<file path="src/rtl/uart_pkg.sv">
// Shared UART definitions: transmit state encoding and frame constants.
// Used by uart_tx_buffered and reusable by the receive path.
package uart_pkg;

  localparam int UART_DATA_BITS       = 8;
  localparam int DEFAULT_CLKS_PER_BIT = 868;
  localparam int DEFAULT_FIFO_DEPTH   = 16;

  // PARITY is only entered when the design is built with UART_TX_PARITY_EN.
  typedef enum logic [2:0] {
    IDLE,
    START,
    DATA,
    PARITY,
    STOP
  } tx_state_t;

endpackage

</file>
<file path="src/rtl/uart_tx_buffered_if.sv">
// Fabric-side write port and status/serial outputs of the buffered UART transmitter.
// The master side enqueues bytes; the slave side is the transmitter itself.
interface uart_tx_buffered_if import uart_pkg::*; #(
  parameter int FIFO_DEPTH = DEFAULT_FIFO_DEPTH
) ();

  localparam int CW = $clog2(FIFO_DEPTH + 1);

  logic                      wr_dv;
  logic [UART_DATA_BITS-1:0] wr_byte;
  logic                      full;
  logic                      empty;
  logic [CW-1:0]             count;
  logic                      overflow;
  logic                      tx_active;
  logic                      tx_serial;
  logic                      tx_done;

  modport master (
    output wr_dv, wr_byte,
    input  full, empty, count, overflow, tx_active, tx_serial, tx_done
  );

  modport slave (
    input  wr_dv, wr_byte,
    output full, empty, count, overflow, tx_active, tx_serial, tx_done
  );

endinterface

</file>
<file path="src/rtl/uart_byte_fifo.sv">
// Synchronous show-ahead FIFO with registered full/empty/count flags.
// A push while full is dropped even when a pop happens in the same cycle.
module uart_byte_fifo #(
  parameter  int DEPTH = 16,
  parameter  int WIDTH = 8,
  localparam int CW    = $clog2(DEPTH + 1)
) (
  input  logic             clk,
  input  logic             rst,
  input  logic             push,
  input  logic             pop,
  input  logic [WIDTH-1:0] wr_data,
  output logic [WIDTH-1:0] rd_data,
  output logic             full,
  output logic             empty,
  output logic [CW-1:0]    count
);

  localparam int AW = $clog2(DEPTH);

  logic [WIDTH-1:0] mem [DEPTH];
  logic [AW-1:0]    wr_ptr;
  logic [AW-1:0]    rd_ptr;
  logic             push_ok;
  logic             pop_ok;
  logic [CW-1:0]    count_next;

  assign push_ok = push && !full;
  assign pop_ok  = pop && !empty;
  assign rd_data = mem[rd_ptr];

  always_comb begin
    count_next = count;
    if (push_ok && !pop_ok)
      count_next = count + 1'b1;
    else if (pop_ok && !push_ok)
      count_next = count - 1'b1;
  end

  // Pointers wrap naturally because DEPTH is a power of two.
  always_ff @(posedge clk) begin
    if (rst) begin
      wr_ptr <= '0;
      rd_ptr <= '0;
      count  <= '0;
      full   <= 1'b0;
      empty  <= 1'b1;
    end else begin
      if (push_ok) wr_ptr <= wr_ptr + 1'b1;
      if (pop_ok)  rd_ptr <= rd_ptr + 1'b1;
      count <= count_next;
      full  <= (count_next == CW'(DEPTH));
      empty <= (count_next == '0);
    end
  end

  always_ff @(posedge clk) begin
    if (push_ok) mem[wr_ptr] <= wr_data;
  end

endmodule

</file>
<file path="src/rtl/uart_tx_buffered.sv">
// Buffered UART transmitter: byte FIFO feeding a back-to-back 8N1 serialiser, LSB first.
// Define UART_TX_PARITY_EN to insert an even-parity bit (8E1 framing).
module uart_tx_buffered import uart_pkg::*; #(
  parameter int CLKS_PER_BIT = DEFAULT_CLKS_PER_BIT,
  parameter int FIFO_DEPTH   = DEFAULT_FIFO_DEPTH
) (
  input logic               i_Clk,
  input logic               i_Rst,
  uart_tx_buffered_if.slave bus
);

  localparam int CNT_W = $clog2(CLKS_PER_BIT);
  localparam int CW    = $clog2(FIFO_DEPTH + 1);
  localparam logic [CNT_W-1:0] LAST_TICK = CNT_W'(CLKS_PER_BIT - 1);
  localparam logic [CNT_W-1:0] DONE_TICK = CNT_W'(CLKS_PER_BIT - 2);
  localparam logic [2:0]       LAST_BIT  = 3'(UART_DATA_BITS - 1);

  tx_state_t                 state;
  logic [CNT_W-1:0]          clk_cnt;
  logic [2:0]                bit_idx;
  logic [UART_DATA_BITS-1:0] shift_reg;
  logic                      tx_serial;
  logic                      tx_active;
  logic                      tx_done;
  logic                      overflow;

  logic [UART_DATA_BITS-1:0] fifo_data;
  logic                      fifo_full;
  logic                      fifo_empty;
  logic [CW-1:0]             fifo_count;
  logic                      tick_last;
  logic                      pop;

  assign tick_last = (clk_cnt == LAST_TICK);
  // A byte leaves the FIFO when idle, or on the last stop cycle to chain frames with no gap.
  assign pop = !fifo_empty && ((state == IDLE) || ((state == STOP) && tick_last));

  uart_byte_fifo #(
    .DEPTH (FIFO_DEPTH),
    .WIDTH (UART_DATA_BITS)
  ) u_fifo (
    .clk     (i_Clk),
    .rst     (i_Rst),
    .push    (bus.wr_dv),
    .pop     (pop),
    .wr_data (bus.wr_byte),
    .rd_data (fifo_data),
    .full    (fifo_full),
    .empty   (fifo_empty),
    .count   (fifo_count)
  );

`ifdef UART_TX_PARITY_EN
  logic parity_bit;

  always_ff @(posedge i_Clk) begin
    if (i_Rst)
      parity_bit <= 1'b0;
    else if (pop)
      parity_bit <= ^fifo_data;
  end
`endif

  always_ff @(posedge i_Clk) begin
    if (i_Rst) begin
      state     <= IDLE;
      clk_cnt   <= '0;
      bit_idx   <= '0;
      shift_reg <= '0;
      tx_serial <= 1'b1;
      tx_active <= 1'b0;
      tx_done   <= 1'b0;
      overflow  <= 1'b0;
    end else begin
      overflow <= bus.wr_dv && fifo_full;
      tx_done  <= (state == STOP) && (clk_cnt == DONE_TICK);
      clk_cnt  <= tick_last ? '0 : clk_cnt + 1'b1;
      case (state)
        IDLE: begin
          clk_cnt <= '0;
          if (pop) begin
            shift_reg <= fifo_data;
            state     <= START;
            tx_serial <= 1'b0;
            tx_active <= 1'b1;
          end
        end
        START: if (tick_last) begin
          state     <= DATA;
          bit_idx   <= '0;
          tx_serial <= shift_reg[0];
        end
        DATA: if (tick_last) begin
          if (bit_idx == LAST_BIT) begin
`ifdef UART_TX_PARITY_EN
            state     <= PARITY;
            tx_serial <= parity_bit;
`else
            state     <= STOP;
            tx_serial <= 1'b1;
`endif
          end else begin
            bit_idx   <= bit_idx + 1'b1;
            shift_reg <= shift_reg >> 1;
            tx_serial <= shift_reg[1];
          end
        end
`ifdef UART_TX_PARITY_EN
        PARITY: if (tick_last) begin
          state     <= STOP;
          tx_serial <= 1'b1;
        end
`endif
        STOP: if (tick_last) begin
          if (pop) begin
            shift_reg <= fifo_data;
            state     <= START;
            tx_serial <= 1'b0;
          end else begin
            state     <= IDLE;
            tx_active <= 1'b0;
          end
        end
        default: begin
          state     <= IDLE;
          tx_serial <= 1'b1;
          tx_active <= 1'b0;
        end
      endcase
    end
  end

  assign bus.full      = fifo_full;
  assign bus.empty     = fifo_empty;
  assign bus.count     = fifo_count;
  assign bus.overflow  = overflow;
  assign bus.tx_active = tx_active;
  assign bus.tx_serial = tx_serial;
  assign bus.tx_done   = tx_done;

endmodule

</file>
<file path="src/flat_wrapper.sv">
// flat-port wrapper written by rule: the top's interface ports become plain ports
module uart_tx_buffered_flat import uart_pkg::*;
#(
  parameter int CLKS_PER_BIT = DEFAULT_CLKS_PER_BIT,
  parameter int FIFO_DEPTH   = DEFAULT_FIFO_DEPTH
)
  (i_Clk, i_Rst, bus_wr_dv, bus_wr_byte, bus_full, bus_empty, bus_count, bus_overflow, bus_tx_active, bus_tx_serial, bus_tx_done);
  uart_tx_buffered_if #(.FIFO_DEPTH(FIFO_DEPTH)) bus_i ();
  input logic i_Clk;
  input logic i_Rst;
  input wire logic [$bits(bus_i.wr_dv)-1:0] bus_wr_dv;
  input wire logic [$bits(bus_i.wr_byte)-1:0] bus_wr_byte;
  output wire logic [$bits(bus_i.full)-1:0] bus_full;
  output wire logic [$bits(bus_i.empty)-1:0] bus_empty;
  output wire logic [$bits(bus_i.count)-1:0] bus_count;
  output wire logic [$bits(bus_i.overflow)-1:0] bus_overflow;
  output wire logic [$bits(bus_i.tx_active)-1:0] bus_tx_active;
  output wire logic [$bits(bus_i.tx_serial)-1:0] bus_tx_serial;
  output wire logic [$bits(bus_i.tx_done)-1:0] bus_tx_done;
  assign bus_i.wr_dv = bus_wr_dv;
  assign bus_i.wr_byte = bus_wr_byte;
  assign bus_full = bus_i.full;
  assign bus_empty = bus_i.empty;
  assign bus_count = bus_i.count;
  assign bus_overflow = bus_i.overflow;
  assign bus_tx_active = bus_i.tx_active;
  assign bus_tx_serial = bus_i.tx_serial;
  assign bus_tx_done = bus_i.tx_done;
  uart_tx_buffered #(.CLKS_PER_BIT(CLKS_PER_BIT), .FIFO_DEPTH(FIFO_DEPTH)) u_core (.i_Clk(i_Clk), .i_Rst(i_Rst), .bus(bus_i));
endmodule
</file>
<file path="config.mk">
export PLATFORM = sky130hd
export DESIGN_NAME = uart_tx_buffered_flat
export DESIGN_NICKNAME = d
export VERILOG_FILES = /design/src/rtl/uart_pkg.sv /design/src/rtl/uart_tx_buffered_if.sv /design/src/rtl/uart_byte_fifo.sv /design/src/rtl/uart_tx_buffered.sv /design/src/flat_wrapper.sv
export SDC_FILE = /design/constraint.sdc
export NUM_CORES = 1
export LEC_CHECK = 0
export CORE_MARGIN = 10
export CORE_UTILIZATION = 41
export DETAILED_ROUTE_END_ITERATION = 12
export PLACE_DENSITY = 0.65
export SLEW_MARGIN = 20
export SYNTH_ARGS = -nofsm -noshare
export SYNTH_HDL_FRONTEND = slang
export SYNTH_HIERARCHICAL = 1
export SYNTH_SLANG_ARGS = --single-unit
</file>
<file path="constraint.sdc">
create_clock -name i_Clk -period 3.1 [get_ports i_Clk]
set_input_delay 0.93 -clock i_Clk [delete_from_list [all_inputs] [get_ports i_Clk]]
set_output_delay 0.93 -clock i_Clk [all_outputs]
set_load 0.01 [all_outputs]
</file>
## Yosys cells after proc, flatten, opt, wreduce, memory -nomap -nowiden

Memory sizes are Yosys's and may differ from the RTL's. A register that Yosys moved wholly into a read port is not among the register bits.
Index checks and enable logic that the tools add are counted.

| storage, ports and cells | value |
|---|---|
| memories kept | 1 |
| output and inout port bits | 11 |
| flip-flop bits (word level) | 43 |
| bits in writable memories | 128 |

| cells by class | value |
|---|---|
| mux-type cells | 32 |
| reductions and logical operators | 24 |
| equality and inequality tests | 14 |
| bitwise operators | 1 |
| add/sub/neg operators | 6 |

Memory list:

| name | words | width | read ports | clocked after memory_dff | wr ports | RTL line | source |
|---|---|---|---|---|---|---|---|
| u_core.u_fifo.mem | 16 | 8 | 1 | 1 | 1 | uart_byte_fifo.sv:21 | `logic [WIDTH-1:0] mem [DEPTH];` |

Operator list:

| operator | number |
|---|---|
| 2-to-1 mux 8 bit | 4 |
| 2-to-1 mux 3 bit | 8 |
| case mux 8 bit (3 select lines) | 1 |
| == test 10 bit, second input constant | 2 |
| case mux 3 bit (4 select lines) | 1 |
| AND reduction 4 bit | 3 |
| 2-to-1 mux 1 bit | 11 |
| adder 10 x 1 -> 10 bit, second input constant | 1 |
| 2-to-1 mux 5 bit | 2 |
| adder 4 x 1 -> 4 bit, second input constant | 2 |
| logical AND 1 bit | 8 |
| 2-to-1 mux 4 bit | 2 |
| inequality test 2 x 1 -> 1 bit, second input constant | 4 |
| == test 3 bit, second input constant | 2 |
| inequality test 2 bit, second input constant | 3 |
| case mux 3 bit (2 select lines) | 1 |
| adder 5 x 1 -> 5 bit, second input constant | 1 |
| == test 5 bit, second input constant | 1 |
| logical NOT 5 bit | 1 |
| AND reduction 5 bit | 1 |
| subtractor 5 x 1 -> 5 bit, second input constant | 1 |
| logical NOT 1 bit | 4 |
| case mux 1 bit (4 select lines) | 1 |
| adder 3 x 1 -> 3 bit, second input constant | 1 |
| 11 further kinds | 11 |

## Depth between registers and ports, before layout

Gate-level depths: netlist of the first run.

| logic depth | value |
|---|---|
| depth in word-level cells | 9 |
| gate-level depth with buffers | 11 |
| mapped depth without buffers | 10 |

## Hierarchy

Netlist of the first run, hierarchy kept.

By module, submodules not included:

| module | cells each | instances | area each (µm²) |
|---|---|---|---|
| uart_byte_fifo | 293 | 1 | 5890.6 |
| uart_tx_buffered | 158 | 1 | 1430.1 |

## Least setup slack after synthesis of the first run

Ideal clock, no wire load.

| path | value |
|---|---|
| kind | register to register |
| from | register u_core.clk_cnt[4] |
| to | register u_core.u_fifo.empty |
| setup slack | 643 ps |
| clock period less this slack | 2457 ps |
| setup time | 126 ps |
| cell stages (with the launch flop) | 11 |
| required time | 2974 ps |
| arrival | 2331 ps |
| cell sequence | dfxtp_1 or4b_1 nor3_2 nor2b_1 nor2_1 nor2b_1 clkbuf_1 nand2_1 and3_1 o32ai_1 o31ai_1 |

| between the ends | value |
|---|---|
| cells in the longest elaborated chain, start to end | 9 |
| elaborated cells on any way between the ends | 11 |
| those cells by class | eq/ne (1); mux (2); reduce/logical (8) |

Ends and longest elaborated chain:

| item | RTL line | source |
|---|---|---|
| start, declared | uart_tx_buffered.sv:19 | `logic [CNT_W-1:0] clk_cnt;` |
| start signal, assigned | uart_tx_buffered.sv:77 | `clk_cnt <= tick_last ? '0 : clk_cnt + 1'b1;` |
| == test 10 bit (*) | uart_tx_buffered.sv:34 | `assign tick_last = (clk_cnt == LAST_TICK);` |
| logical AND 1 bit (*) | uart_tx_buffered.sv:36 | `assign pop = !fifo_empty && ((state == IDLE) \|\| ((state == STOP) && tick_last));` |
| logical OR 1 bit (*) | uart_tx_buffered.sv:36 |  |
| logical AND 1 bit (*) | uart_tx_buffered.sv:36 |  |
| named net u_core.pop | uart_tx_buffered.sv:32 | `logic pop;` |
| logical AND 1 bit (*) | uart_byte_fifo.sv:29 | `assign pop_ok = pop && !empty;` |
| logical AND 1 bit / logical NOT 1 bit (equally long branches) | uart_byte_fifo.sv:36, uart_byte_fifo.sv:34 |  |
| 2-to-1 mux 5 bit / logical AND 1 bit (equally long branches) | uart_byte_fifo.sv:36, uart_byte_fifo.sv:34 |  |
| 2-to-1 mux 5 bit (*) | uart_byte_fifo.sv:34 | `if (push_ok && !pop_ok)` |
| logical NOT 5 bit (*) | uart_byte_fifo.sv:53 | `empty <= (count_next == '0);` |
| end signal, assigned | uart_byte_fifo.sv:53 |  |
| end, declared | uart_byte_fifo.sv:15 | `output logic empty,` |

Mark *: on every way through the listed nets, which the timed path passes. The rest lies on a longest branch.
A chain may end at the register's enable or synchronous reset.

## Worst setup path in the final report of the first run

Same ends and word-level chain as after synthesis.

==> reports/summary.txt, run 1 <==
Most frequent CP cell: nor2b_1
Root buffer cell: clkbuf_16
CP Data Required Time: 3.40 ns
Number of global-route vias before repair: 4130
Power Total: 5.44 mW
Mapped Area: 7320 um^2
Core Area: 17400 um^2
I/O pin count: 22
TNS Setup: 0 ns
Yosys warning count: 6
Drt initial violations: 202
Asr flop ratio synth: 0%
Pin count of the biggest net entering global routing: 33
Final wirelength: 14800 um
Die height: 154 um
Syn nets: 473
Register bit total from synthesis: 175
Worst skew pair latency: 0.43 ns
Hold Buf Count CTS: 0
Leak: 2.72 nW
CTS tree: built
Flop pwr share: 49.7%
Max reg flops: 128
Sw Ratio: 25.9%
Crit-path max FO: 6
Most frequent cell after synthesis: edfxtp_1
Internal Power: 4.03 mW
Slew @ Worst Pin: 0.806 ns
Worst setup EP type: flip-flop
Nets: 502
ANT cells: 0
P&R area growth vs syn: 13.5%
Core Rows: 48
# clock sinks: 175
Sequential area share after synthesis: 65.4%
Fillers: 1446
Critical path arrival: 3.02 ns
Crit path kind: flip-flop to flip-flop
Fmax: 0.367 GHz
Clk_skew: 0.00831 ns
Crit path from: u_core/clk_cnt[4]
Starting Density: 42.0%
Total iterations of the first detailed-routing run: 4
GPL Wtd Cong: 0.789
Main synth FF type: edfxtp_1
Worst path max stage delay: 0.55 ns
Final setup viols: 0
Max Cap Violations: 0
RSZ-0062 raised after global routing: no
Tot GR Track Use: 12.8%
Critical path cell sequence: or4b_1 -> nor3_2 -> nor2b_1 -> nor2_1 -> nor2b_1 -> nand2_1 -> and3_1 -> o32ai_1 -> o31ai_1
Total number of vias: 3952
Commonest cells in the synthesized netlist: 128 x edfxtp_1, 47 x dfxtp_1, 31 x nor2_1, 24 x mux4_1, 19 x and2_1
Cell area power density: 655 nW/um^2
Final hold vios: 0
CTS buffer count: 17
Max_slew headroom: 46.0%
Initial antenna violation count: 0
Proportion of layout cells with a drive suffix above 1: 12.4%
Syn Area/Cell: 16.2 um^2
H-tree Lvls: 4
IO buf count: 21
Clock power frac: 36.5%
Tcrit/Tclk final: 87.8%
Hold Crit Start: u_core/bus.tx_serial
Congestion Overflow GR: 0
Post-synthesis cell type count: 55
Peak VDD IR: 0.000420 V
Die X: 154 um
Outcome: completed
Leading area contributor after synthesis: edfxtp_1
HPWL Detailed: 10000 um
Residual antenna-violating net count after detailed routing: 0
Worst R2R Start: u_core/clk_cnt[4]
Worst Hold Class: flip-flop to flip-flop
Top cell type's share of synthesized area: 52.5%
Final core occ: 47.7%
First-pass GRT wire length: 23600 um
Final Slew Violations: 0
Post-CTS sizing: 0
NetSw: 1.41 mW
Logic pwr share: 13.8%
Die area: 23600 um^2
Remaining DRCs: 0
Critical Path Source Type: flip-flop
Number of synthesized flops with an enable pin: 128
Ranking of synthesized cells by area: edfxtp_1 53%, dfxtp_1 13%, mux4_1 8.6%, mux4_2 4.9%, ha_1 1.9%
Tmin final: 2.72 ns
Vias per std cell: 5.50
Post-CTS Setup Inserts: 0
Clock transition at path regs: 0.07 ns
Slowest CP cell: or4b_1
Post-Syn Instances: 451
Mean routed wirelength per cell: 20.6 um
Max clock buf depth: 2
power groups by stage:
stage | sequential (mW) | combinational [mW] | clock (mW)
after floorplan | 2.74 | 0.534 | 0
after global placement | 2.75 | 0.740 | 0
after detailed placement | 2.75 | 0.758 | 0
after CTS | 2.70 | 0.762 | 2.04
after global routing | 2.72 | 0.828 | 2.14
final | 2.70 | 0.753 | 1.99
metal layers:
metal | up-vias | part of all wire, % | GRT usage, %
li1 | 1844 | - | -
met2 | 108 | 49 | 21.0
met3 | 14 | 6.1 | 3.51
met5 | - | 0 | 0
met4 | 0 | 1.3 | 4.54
met1 | 1986 | 43 | 16.0
path summary, 6_finish.rpt:
check | cells past startpoint | endpoint | slack, ns
worst max-delay path | 9 | u_core/u_fifo/empty | 0.38
worst min-delay path | 1 | u_core/bus.tx_serial | 0.47
worst min register to register | 1 | u_core/bus.tx_serial | 0.47
worst max register to register | 9 | u_core/u_fifo/empty | 0.38
critical path: cells and delay by family, from the launching register on:
family             cells  cell delay [ns]
AOI/OAI and AO/OA      2             0.42
DFF                    1             0.36
and+or+nand+nor        7             1.81
area by class of cell:
type | instances | area (um^2) | area share (%)
repair buffers | 30 | 278 | 3.34
well taps | 225 | 282 | 3.39
flip-flops and latches | 175 | 4790 | 57.6
multi-input cells | 245 | 2360 | 28.4
clock buffers | 18 | 429 | 5.17
inverters | 11 | 41.3 | 0.497
clock inverters | 14 | 129 | 1.55
cells in the final DEF, fill, tap and decap left out, types with 3 or more instances in the layout:
cell,synthesis,layout
clkdlybuf4s50_1,0,21
nand2_1,16,16
and3_1,6,6
and2_1,19,19
inv_6,0,3
clkbuf_16,0,17
o31ai_1,8,8
ha_1,11,11
mux4_1,24,24
inv_1,10,10
xnor2_1,8,8
nor2b_1,6,6
nor2_1,31,31
nand4_1,6,6
inv_8,0,3
xor2_1,10,10
edfxtp_1,128,128
clkinv_4,0,3
clkinvlp_4,0,3
nor3_1,9,9
a21oi_1,13,13
mux2i_1,7,7
or3_1,3,3
dfxtp_1,47,46
nand3_1,10,10
o21ai_0,6,6
a211oi_1,3,3
buf_4,1,9
mux4_2,16,16
per-stage QoR:
stage / cell area [um^2] / setup slack (ns) / hold slack, ns / std cells
detailed placement: 7750 / 0.317 / 0.460 / 686
global route: 8310 / 0.122 / 0.491 / 718
global placement: 7750 / 0.333 / 0.458 / 686
floorplan: 7320 / 0.643 / 0.437 / 451
finish: 8310 / 0.378 / 0.472 / 718
CTS: 8310 / 0.385 / 0.479 / 718
logic make-up after synthesis:
family / count (synthesis) / share of synthesized area, %
fa+ha+maj: 11 / 1.88
compound gates: 46 / 4.61
flops: 175 / 65.4
simple gates: 123 / 9.11
mux: 47 / 14.5
xor+xnor: 18 / 2.15
buf+inv: 31 / 2.39
Power figures use the tool's default switching activity.
==> run 2: changes to the inputs <==
--- a/config.mk
+++ b/config.mk
@@ -12,5 +12,4 @@
 export SLEW_MARGIN = 20
 export SYNTH_ARGS = -nofsm -noshare
 export SYNTH_HDL_FRONTEND = slang
-export SYNTH_HIERARCHICAL = 1
 export SYNTH_SLANG_ARGS = --single-unit
==> run 2 against run 1 <==
Synthesized cell count grew 4.7%. Power grew 16%. Cell count grew 4.2%. Critical path type is now input pin to flip-flop. Critical endpoint is now u_core.u_fifo.mem[0][0].
==> reports/summary.txt, run 2 <==
RSZ-0062 raised after global routing: no
Tot GR Track Use: 12.1% (-0.70 points)
P&R area growth vs syn: 16.6%
GPL Wtd Cong: 0.824 (+4.5%)
Total iterations of the first detailed-routing run: 4 (unchanged)
CP Data Required Time: 3.23 ns (-0.17 ns)
Initial antenna violation count: 0 (unchanged)
Starting Density: 41.6% (-0.40 points)
Post-Synth Adder-Cell Area: 1.92% (+0.044 points)
Top cell type's share of synthesized area: 53.7% (+1.2 points)
Pin count of the biggest net entering global routing: 19 (-42%)
Tcrit/Tclk final: 87.5% (-0.31 points)
Worst slack, placed: 0.0209 ns (-0.296 ns)
Main synth FF type: edfxtp_1
Power Total: 6.33 mW (+16%)
H-tree Lvls: 4 (unchanged)
Min setup slack post-route: 0.388 ns (+0.00960 ns)
Yosys warning count: 0 (-6)
Nets: 532 (+6.0%)
Final wirelength: 13900 um (-5.6%)
Max_slew headroom: 42.3% (-3.7 points)
CP endpoint: u_core.u_fifo.mem[0][0]
Critical Path Source Type: input pin
CTS tree: built
RR Endpoint: u_core.shift_reg[2]
Vias per std cell: 5.28 (-4.0%)
Worst setup EP type: flip-flop
Clk_skew: 0.00809 ns (-0.000213 ns)
Final non-filler cell total: 748 (+4.2%)
IO buf count: 21 (unchanged)
Proportion of layout cells with a drive suffix above 1: 18.5% (+6.2 points)
Number of global-route vias before repair: 4110 (-0.48%)
Root buffer cell: clkbuf_16
Outcome: completed
Main combinational cell family by area after synthesis: multiplexers
Reg2reg setup slack: 0.74 ns (+0.36 ns)
Number of synthesized flops with an enable pin: 128 (unchanged)
CTS buffer count: 17 (unchanged)
Final setup viols: 0 (unchanged)
Most common cell after layout, fill and taps aside: edfxtp_1
Most frequent cell after synthesis: edfxtp_1
Crit path kind: input pin to flip-flop
Met1 Track Usage GR: 14.9% (-1.1 points)
ANT cells: 0 (unchanged)
Design Area, Final: 8340 um^2 (+0.41%)
Worst Hold Class: flip-flop to flip-flop
Commonest cells after routing, fill and taps aside: 128 x edfxtp_1, 46 x dfxtp_1, 40 x nor2_1, 32 x mux4_2, 26 x a21oi_1
Post-CTS Setup Inserts: 0 (unchanged)
Commonest cells in the synthesized netlist: 128 x edfxtp_1, 47 x dfxtp_1, 40 x nor2_1, 32 x mux4_2, 26 x a21oi_1
Final core occ: 48.6% (+0.86 points)
Syn Area/Cell: 15.2 um^2 (-6.7%)
Ranking of synthesized cells by area: edfxtp_1 54%, dfxtp_1 13%, mux4_2 10%, nor2_1 2.1%, ha_1 1.9%
Max Cap Violations: 0 (unchanged)
Post-Synth Simple-Gate Area: 8.34% (-0.76 points)
Slew @ Worst Pin: 0.864 ns (+0.0579 ns)
R2R depth: 6 (-3)
TNS Setup: 0 ns (unchanged)
Crit path from: bus_wr_dv
GR Util met3: 3.81% (+0.30 points)
Tmin final: 2.71 ns (-0.00960 ns)
Remaining DRCs: 0 (unchanged)
Final hold vios: 0 (unchanged)
Critical path cell sequence: clkdlybuf4s50_1 -> nor2b_1 -> nand2_1 -> nor3_1 -> buf_4
Sequential area share after synthesis: 66.9% (+1.5 points)
Mean routed wirelength per cell: 18.6 um (-9.4%)
Die area: 23100 um^2 (-2.0%)
Congestion Overflow GR: 0 (unchanged)
Post-synthesis cell type count: 53 (-3.6%)
Dpl cell area: 7700 um^2 (-0.58%)
Die X: 152 um (-1.0%)
Slowest CP cell: nor2b_1
XOR/XNOR Fraction of Synth Area: 2.33% (+0.17 points)
Leak: 2.76 nW (+1.5%)
Cell area power density: 759 nW/um^2 (+16%)
Post-synthesis mux area share: 11.7% (-2.8 points)
Asr flop ratio synth: 0% (unchanged)
Compound-Gate Fraction of Synth Area: 6.53% (+1.9 points)
Placed insts: 716 (+4.4%)
Total number of vias: 3951 (-0.025%)
First-pass GRT wire length: 22300 um (-5.4%)
Final Slew Violations: 0 (unchanged)
Clock transition at path regs: 0.06 ns (about the same)
Register bit total from synthesis: 175 (unchanged)
Max clock buf depth: 2 (unchanged)
Hold Buf Count CTS: 0 (unchanged)
HPWL Detailed: 9360 um (-6.4%)
Drt initial violations: 240 (+19%)
Peak VDD IR: 0.000398 V (-5.2%)
Post-Syn Instances: 472 (+4.7%)
Crit-path max FO: 11 (+5)
Leading area contributor after synthesis: edfxtp_1
Die height: 152 um (-1.0%)
I/O pin count: 22 (unchanged)
Mapped Area: 7150 um^2 (-2.3%)
Worst path max stage delay: 0.70 ns (+0.15 ns)
Worst skew pair latency: 0.42 ns (about the same)
Met2 Resource Use GR: 19.9% (-1.0 points)
Critical path arrival: 2.84 ns (-0.18 ns)
Residual antenna-violating net count after detailed routing: 0 (unchanged)
Max reg flops: 128 (unchanged)
Global route hottest layer: met2
Fillers: 1465 (+1.3%)
Worst hold slack: 0.459 ns (-0.0128 ns)
# clock sinks: 175 (unchanged)
Fmax: 0.369 GHz (+0.35%)
Core Rows: 48 (unchanged)
Core Area: 17200 um^2 (-1.4%)
Post-CTS sizing: 0 (unchanged)
Syn nets: 494 (+4.4%)
[run 2: cell count changes after synthesis, moves of 6 or more]
cell | previous run | this run
nor2_1 | 31 | 40
mux4_1 | 24 | 0
a21oi_1 | 13 | 26
a211oi_1 | 3 | 16
mux4_2 | 16 | 32
clkbuf_1 | 10 | 16
and2_1 | 19 | 1
o31ai_1 | 8 | 0
[run 2: per-layer routing]
layer	routed length (um)	vias up
li1	-	1873
met1	6180	1993
met2	6810	64
met3	756	21
met4	197	0
met5	0	-
[run 2: how the worst min path moves through the flow]
stage | from | to | depth (start not counted)
global route | u_core.shift_reg[7] | u_core.shift_reg[7] | 2
finish | u_core.shift_reg[7] | u_core.shift_reg[7] | 2
detailed placement | u_core.shift_reg[7] | u_core.shift_reg[7] | 2
global placement | u_core.clk_cnt[0] | u_core.clk_cnt[0] | 1
CTS | u_core.shift_reg[7] | u_core.shift_reg[7] | 2
floorplan | u_core.clk_cnt[0] | u_core.clk_cnt[0] | 1
[run 2: kinds of logic after synthesis]
kind of cell | count (synthesis)
buf+inv | 37
mux | 43
flops | 175
xor+xnor | 19
compound gates | 71
fa+ha+maj | 11
simple gates | 116
[run 2: final cells by class]
type                            instances  area (um^2)  share of cell area [%]
Multi-Input combinational cell        260         2200                    26.4
Tap cell                              225          282                    3.38
Clock buffer                           25          572                    6.86
Clock inverter                          7         65.1                   0.780
Inverter                               11         41.3                   0.495
Sequential cell                       175         4790                    57.4
Timing Repair Buffer                   45          390                    4.68
[run 2: report_power, final]
group / leakage (nW) / switching, mW / internal (mW)
Clock: 0.321 / 0.846 / 1.37
Sequential: 1.54 / 0.189 / 2.66
Combinational: 0.897 / 0.606 / 0.665
[run 2: worst max-delay path: cells and delay by family]
| kind | cells | cell delay (ns) |
|---|---|---|
| buffers and inverters | 2 | 0.71 |
| AND/OR/NAND/NOR | 3 | 1.19 |
